--- config.mk ---
export PLATFORM = sky130hd
export DESIGN_NAME = mem_rd_stream
export DESIGN_NICKNAME = d
export VERILOG_FILES = /design/src/rtl/mem_rd_stream.sv
export SDC_FILE = /design/constraint.sdc
export NUM_CORES = 1
export LEC_CHECK = 0
export BUFFER_PORTS_ARGS = -buffer_cell sky130_fd_sc_hd__buf_2
export CORE_ASPECT_RATIO = 0.7
export CORE_MARGIN = 4
export CORE_UTILIZATION = 59
export DETAILED_ROUTE_END_ITERATION = 8
export PLACE_DENSITY_LB_ADDON = 0.12
export SLEW_MARGIN = 10
export SYNTH_ARGS = -nofsm -noshare
export SYNTH_HDL_FRONTEND = slang
export SYNTH_HIERARCHICAL = 1
export SYNTH_SLANG_ARGS = --single-unit
--- constraint.sdc ---
create_clock -name clk -period 5 [get_ports clk]
set_clock_uncertainty 0.1 [all_clocks]
set_input_delay 0 -clock clk [delete_from_list [all_inputs] [get_ports clk]]
set_output_delay 0 -clock clk [all_outputs]
set_load 0.02 [all_outputs]
--- src/rtl/mem_rd_stream.sv ---
// Burst reader: streams num_items words from base_addr via a 2-entry FIFO; first word 3 cycles after start, then 1/cycle.
// Reads issue only when FIFO space is guaranteed (ready_in low stalls issue). MEM_RD_STREAM_STRIDE_EN adds a stride port.

module mem_rd_stream_fifo #(
  parameter int W = 8
) (
  input  logic         clk,
  input  logic         rst,
  input  logic         push_vld,
  input  logic [W-1:0] push_dat,
  input  logic         pop_rdy,
  output logic [W-1:0] head_dat,
  output logic         head_vld,
  output logic [1:0]   cnt
);

  logic [W-1:0] tail_dat;

  always_ff @(posedge clk) begin
    if (!rst) begin
      head_dat <= '0;
      tail_dat <= '0;
      cnt      <= '0;
    end else begin
      case ({push_vld, pop_rdy})
        2'b10: begin
          if (cnt == 2'd0) head_dat <= push_dat;
          else             tail_dat <= push_dat;
          cnt <= cnt + 2'd1;
        end
        2'b01: begin
          head_dat <= tail_dat;
          cnt      <= cnt - 2'd1;
        end
        2'b11: begin
          // count unchanged; the new word goes behind whatever remains
          if (cnt == 2'd1) begin
            head_dat <= push_dat;
          end else begin
            head_dat <= tail_dat;
            tail_dat <= push_dat;
          end
        end
        default: ;
      endcase
    end
  end

  assign head_vld = (cnt != 2'd0);

endmodule

module mem_rd_stream #(
  parameter int DATA_WIDTH      = 8,
  parameter int LOG_MAX_ADDRESS = 16
) (
  input  logic                       clk,
  input  logic                       rst,
  input  logic                       start,
  input  logic [LOG_MAX_ADDRESS-1:0] base_addr,
  input  logic [LOG_MAX_ADDRESS:0]   num_items,
`ifdef MEM_RD_STREAM_STRIDE_EN
  input  logic [LOG_MAX_ADDRESS-1:0] stride,
`endif
  output logic                       busy,
  output logic                       done,
  output logic [LOG_MAX_ADDRESS-1:0] mem_addr_read,
  output logic                       mem_read,
  input  logic [DATA_WIDTH-1:0]      mem_data_read,
  input  logic                       mem_valid_out,
  output logic [DATA_WIDTH-1:0]      data_out,
  output logic                       valid_out,
  input  logic                       ready_in
);

  typedef enum logic [1:0] {IDLE, RUN, DRAIN} state_t;

  state_t                     state;
  logic [LOG_MAX_ADDRESS-1:0] addr_q;
  logic [LOG_MAX_ADDRESS-1:0] step;
  logic [LOG_MAX_ADDRESS:0]   remaining;
  logic                       in_flight;
  logic [1:0]                 fifo_cnt;
  logic [1:0]                 occ;
  logic                       pop;
  logic                       push;
  logic                       issue;
  logic                       drained;

`ifdef MEM_RD_STREAM_STRIDE_EN
  logic [LOG_MAX_ADDRESS-1:0] stride_q;

  always_ff @(posedge clk) begin
    if (!rst)                                               stride_q <= '0;
    else if (state == IDLE && start && num_items != '0)     stride_q <= stride;
  end

  assign step = stride_q;
`else
  assign step = LOG_MAX_ADDRESS'(1);
`endif

  assign pop  = valid_out && ready_in;
  assign push = mem_valid_out && in_flight;
  assign occ  = fifo_cnt + {1'b0, in_flight};

  // Issue is decoded from registered state plus the current pop so a slot
  // freed this cycle is reused at once, sustaining 1 word/cycle with 2 entries.
  assign issue    = (state == RUN) && (remaining != '0) && ((occ < 2'd2) || pop);
  assign mem_read = issue;
  assign mem_addr_read = addr_q;

  assign drained = !in_flight && ((fifo_cnt == 2'd0) || (fifo_cnt == 2'd1 && pop));

  always_ff @(posedge clk) begin
    if (!rst) begin
      state     <= IDLE;
      addr_q    <= '0;
      remaining <= '0;
      in_flight <= 1'b0;
      busy      <= 1'b0;
      done      <= 1'b0;
    end else begin
      done      <= 1'b0;
      in_flight <= issue;
      case (state)
        IDLE: begin
          if (start) begin
            if (num_items == '0) begin
              done <= 1'b1;
            end else begin
              addr_q    <= base_addr;
              remaining <= num_items;
              busy      <= 1'b1;
              state     <= RUN;
            end
          end
        end
        RUN: begin
          if (issue) begin
            addr_q    <= addr_q + step;
            remaining <= remaining - 1'b1;
            if (remaining == (LOG_MAX_ADDRESS+1)'(1)) state <= DRAIN;
          end
        end
        DRAIN: begin
          if (drained) begin
            done  <= 1'b1;
            busy  <= 1'b0;
            state <= IDLE;
          end
        end
        default: state <= IDLE;
      endcase
    end
  end

  mem_rd_stream_fifo #(.W(DATA_WIDTH)) u_fifo (
    .clk      (clk),
    .rst      (rst),
    .push_vld (push),
    .push_dat (mem_data_read),
    .pop_rdy  (pop),
    .head_dat (data_out),
    .head_vld (valid_out),
    .cnt      (fifo_cnt)
  );

endmodule
* Word-level counts from Yosys, hierarchy flattened
Index checks and enable logic that the tools add are counted.
Storage, ports and cells: flip-flop bits (word level) 56, input port bits 46, output and inout port bits 28, logic and storage cells 83
Operators by class: $add $sub $neg 5, magnitude comparators 1, equality and inequality tests 15, muxes and demuxes 29, reduce and logical (&&, ||, !) cells 24
Operator list (number):
- 17-bit 2-to-1 mux | 3
- 16-bit 2-to-1 mux | 3
- 17-bit case mux with 2 select lines | 1
- 8-bit 2-to-1 mux | 4
- 16-bit case mux with 2 select lines | 1
- 8-bit case mux with 3 select lines | 1
- 17-bit by 1-bit equality test with 1-bit output, second input constant | 1
- 17-bit zero test | 1
- 17-bit nonzero test | 1
- 17-bit by 1-bit subtractor with 17-bit output, second input constant | 1
- 16-bit by 1-bit adder with 16-bit output, second input constant | 1
- 8-bit case mux with 2 select lines | 1
- 2-bit inequality test, second input constant | 7
- 2-bit 2-to-1 mux | 5
- 2-bit nonzero test | 5
- 4-bit AND reduction | 2
- 2-bit by 1-bit equality test with 1-bit output, second input constant | 3
- 2-bit equality test, second input constant | 3
- 1-bit logical AND | 6
- 1-bit 2-to-1 mux | 6
- 2-bit case mux with 3 select lines | 1
- 5-bit AND reduction | 1
- 2-bit zero test | 2
- 1-bit case mux with 2 select lines | 2
- other kinds (11) | 12

* Depth between registers and ports, before layout
depth after elaboration 7, gate-level depth with buffers 10, gate-level depth less buffers 10

* Cells and area by module
The synthesis kept the hierarchy.
Modules (own cells, without submodules):
- mem_rd_stream | times used 1, cells each 345, area each 2597.5 µm², sequential area each 760.7 µm²
- mem_rd_stream_fifo | times used 1, cells each 85, area each 845.8 µm², sequential area each 360.3 µm²

* Worst setup path after synthesis
OpenSTA, ideal clock, no wires.
path type reg2reg, start point reg u_fifo.cnt[0], end point reg u_fifo.tail_dat[0], library setup time 0.116 ns, data arrival time 1.940 ns, required time 4.784 ns, setup slack 2.844 ns, stages on the path, launching flop included 11, path buffers 0, clock period less this slack 2.156 ns, cell sequence dfxtp_1 inv_1 ha_1 inv_2 and2_1 inv_1 ha_1 nor2b_1 o21ai_4 mux2i_1 nor2b_1
On the way: word-level cells in the longest chain between the ends 5
Ends and longest elaborated chain:
- start, declared | line 14 | output logic [1:0] cnt
- start signal, assigned | line 29 | cnt <= cnt + 2'd1;
- start signal, assigned | line 33 | cnt <= cnt - 2'd1;
- 2-bit nonzero test * | line 49 | assign head_vld = (cnt != 2'd0);
- via valid_out | line 72 | output logic valid_out,
- 1-bit logical AND * | line 103 | assign pop = valid_out && ready_in;
- via pop | line 85 | logic pop;
- 2-bit equality test | line 25 | case ({push_vld, pop_rdy})
- 2-bit inequality test (no line) or 2-bit nonzero test (tied branches)
- 3-bit AND reduction (no line)
- end signal, assigned | line 28 | else tail_dat <= push_dat;
- end signal, assigned | line 41 | tail_dat <= push_dat;
- end, declared | line 17 | logic [W-1:0] tail_dat;
Mark *: on every way through the listed nets, which the timed path passes. The rest lies on a longest branch. A chain may end at the register's enable or synchronous reset.

* Final worst setup path
start point reg state[0], end point reg addr_q[7], in the netlist mem_addr_read[7]
On the way: word-level cells in the longest chain between the ends 5
Ends and longest elaborated chain:
- start, declared | line 78 | state_t state;
- start signal, assigned | line 117 | state <= IDLE;
- start signal, assigned | line 135 | state <= RUN;
- start signal, assigned | line 143 | if (remaining == (LOG_MAX_ADDRESS+1)'(1)) state <= DRAIN;
- 2-bit by 1-bit equality test with 1-bit output | line 109, 126
- 1-bit logical AND (2 in a row) | line 109 | assign issue = (state == RUN) && (remaining != '0) && ((occ < 2'd2) || pop);
- 2-bit inequality test (no line)
- 4-bit AND reduction (no line)
- end signal, assigned | line 132 | addr_q <= base_addr;
- end signal, assigned | line 141 | addr_q <= addr_q + step;
- end, declared | line 79 | logic [LOG_MAX_ADDRESS-1:0] addr_q;
Several ways; a longest one is shown, not always the timed one.

==> impl_results.md <==
- Status: finished clean
- Hold path endpoint: mem_addr_read[7]
- Grt total ovfl: 0
- Combinational fraction of design power: 0.407
- Highest Clock Rate: approximately 340 MHz
- Final HPWL DP: 6.380 mm
- VDD IR max: 0.2230 mV
- Gpl congestion: between 0.9 and 1
- Rel. slew slack: 0.2753
- Ys Warns: 6
- Largest net degree at the start of global routing: 56
- Die W: 99.31 µm
- DRT iter0 DRCs: about 360
- Initial antenna violation count: 0
- Hold slack: 11.57 ps
- Root Buffer: clkbuf_8
- Type of the most critical hold path: in2reg
- Arr. time, crit path: 3020 ps
- Initial Utilization: 0.6318
- CP required: 5110 ps
- Core ar.: 0.005450 mm²
- Row cnt: 22
- Post-layout min period: approximately 2900 ps
- Final wirelength: 9.639 mm
- P_sw: 0.0005632 W
- Setup-failing EPs final: 0
- Mean area per synthesized cell: around 8 µm²
- Clock power frac: 0.182
- Cell Pwr Density: 338.3 mW/mm²
- Setup TNS: 0 ps
- TritonCTS clock tree: built
- Bufs on Longest Clock Path: 2
- Vias in the first global route: 3328
- Async SR Flop Fraction: 0
- R2R cell count: 5
- Worst Hold Depth: 4
- Hold Violations, Final: 0
- CP Capture Type: flop
- Die ar.: about 0.007 mm²
- Reg power frac: 0.412
- Synth area leader: dfxtp_1
- Synthesized cell area: 0.003443 mm²
- Largest cells by area after synthesis: dfxtp_1 (33%), a21oi_1 (5.7%), o31ai_1 (5.5%), nand2_1 (5.1%), ha_1 (3.6%)
- Reg-to-reg setup timing slack: 2090 ps
- Post-synthesis register bit count: 56
- Fin crit share: 0.5814
- Sequential-to-total area share from yosys stat: 0.3256
- Syn nets: 486
- Fillers: 410
- Post-DRT Antenna Nets: 0
- Hold Path Origin: base_addr[7]
- CP max FO: 23
- Die height: 71.92 µm
- Critical R2R Capture: mem_addr_read[7]
- RR Startpoint: state[0]
- Int Pwr: 0.0008521 W
- # IOs: 74
- Layout cells sized above 1: 0.1957
- Nets: 571
- Vias per cell: 6.255
- Number of setup buffers added after CTS: 0
- Max-cap violation count: 0
- Clock H-tree levels: 2
- Leakage power total: between 1.5 and 2 nW
- RSZ-0062 raised after global routing: false
- WS Path Type: reg2reg
- Reg clk slew, reported paths: 90 ps
- Yosys cell types: 63
- Post-synth EDFFs: 0
- Clk Latency, worst-skew pair: 310 ps
- Total GRT Usage: 0.2702
- Layout overhead on the synthesized area: 21.51%
- Syn Inst Count: 430
- Routed WL per cell: 16.39 µm
- Cell with the most instances after synthesis: dfxtp_1
- ANT cells: 0
- Commonest cells in the synthesized netlist: dfxtp_1 (56), nand2_1 (47), a21oi_1 (39)
- First-pass GRT wire length: 16.11 mm
- Critical Path Source Type: flop
- Slew Viols, Final: 0
- First-pass iteration count of the detailed router: 5
- CTS Sinks: between 50 and 60
- Post-synth top area share: 0.3256
- Drc violations: 0
- Most common flop cell mapped by yosys: dfxtp_1
- Cts hold-fix bufs: 33
- Vias: 3678
- Post_cts resized: 0
- Sw frac: 0.3979
- PortBufs: 73
- Tightest Pin Transition: approximately 1100 ps
- TritonCTS buffer count: 5
## per-stage QoR
stage	util	instance area, µm²	std cells	setup slack, ps	total power, W
floorplan	-	3443	430	2844	0.0009919
global placement	0.6905	3764	547	2278	0.001120
detailed placement	0.6905	3764	547	2159	0.001135
CTS	0.7677	4184	588	2166	0.001411
global route	0.7677	4184	588	1937	0.001510
finish	0.7677	4184	588	2093	0.001415
## layout make-up
type                       count  area (µm²)  area share
multi-input combinational    329        2108      0.5039
sequential                    56        1121      0.2679
timing repair buffer         110       725.7      0.1734
clock buffer                   8       90.09     0.02153
tap                           72       90.09     0.02153
inverter                      13       48.80     0.01166
## layout by cell type (no fill, tap or decap), types with 4 or more instances in the layout
cell type	instances
buf_2	73
dfxtp_1	56
nand2_1	47
a21oi_1	39
dlygate4sd3_1	33
nor2_1	28
o31ai_1	25
o21ai_0	22
nand3_1	21
inv_1	12
nor2b_1	11
nor3_1	11
nor4_1	10
a22oi_1	10
ha_1	10
mux2i_1	9
and2_1	7
a31oi_1	6
clkbuf_8	6
o32ai_1	5
nand4_1	5
o31a_1	4
o221a_1	4
buf_4	4
## critical path, stage by stage, from the launching register on
cell     delay [ps]
dfxtp_1         580
nor2_1          100
nor2_1          240
o41a_1          800
nand2_1         560
o221a_1         410
## how the worst max path moves through the flow
| stage | slack (ps) | cells after the start | from | endpoint |
|---|---|---|---|---|
| 2_1_floorplan | 2840 | 10 | u_fifo/cnt[0] | u_fifo/tail_dat[0] |
| 3_3_place_gp | 2280 | 5 | state[0] | mem_addr_read[7] |
| 3_5_place_dp | 2160 | 5 | state[0] | mem_addr_read[7] |
| 4_1_cts | 2170 | 5 | state[0] | mem_addr_read[14] |
| 5_1_grt | 1940 | 5 | state[0] | mem_addr_read[11] |
| 6_report | 2090 | 5 | state[0] | mem_addr_read[7] |
## cells by family (layout without fill, tap and decap cells)
family	after synthesis	after routing	synth area share
and+or+nand+nor	162	162	0.2467
AOI/OAI and AO/OA	146	146	0.2972
DFF	56	56	0.3256
buffers and inverters	45	131	0.06286
adders and majority gates	10	10	0.03634
muxes	9	9	0.02616
xor gates and xnor gates	2	2	0.005088
## state kept, by name (all words and copies together), names as in the netlist
signal	flops
in_flight	1
busy	1
u_fifo/tail_dat	8
remaining	17
u_fifo/cnt	2
u_fifo/head_dat	8
done	1
mem_addr_read	16
state	2
## power by group through the flow
stage / logic [W] / clock network (W) / registers (W)
floorplan: 0.000367 / 0 / 0.000624
global placement: 0.000533 / 0 / 0.000587
detailed placement: 0.000545 / 0 / 0.000590
CTS: 0.000566 / 0.000264 / 0.000580
global route: 0.000631 / 0.000284 / 0.000595
finish: 0.000576 / 0.000257 / 0.000582
## layer usage
layer  routed length (µm)  vias up  track usage
li1                     -     1766            -
met1                 4442     1684       0.3904
met2                 4060      205       0.4107
met3                  932       23      0.05572
met4                  203        0      0.07273
met5                    0        -            0
No activity file was read; power rests on OpenSTA's default activity.
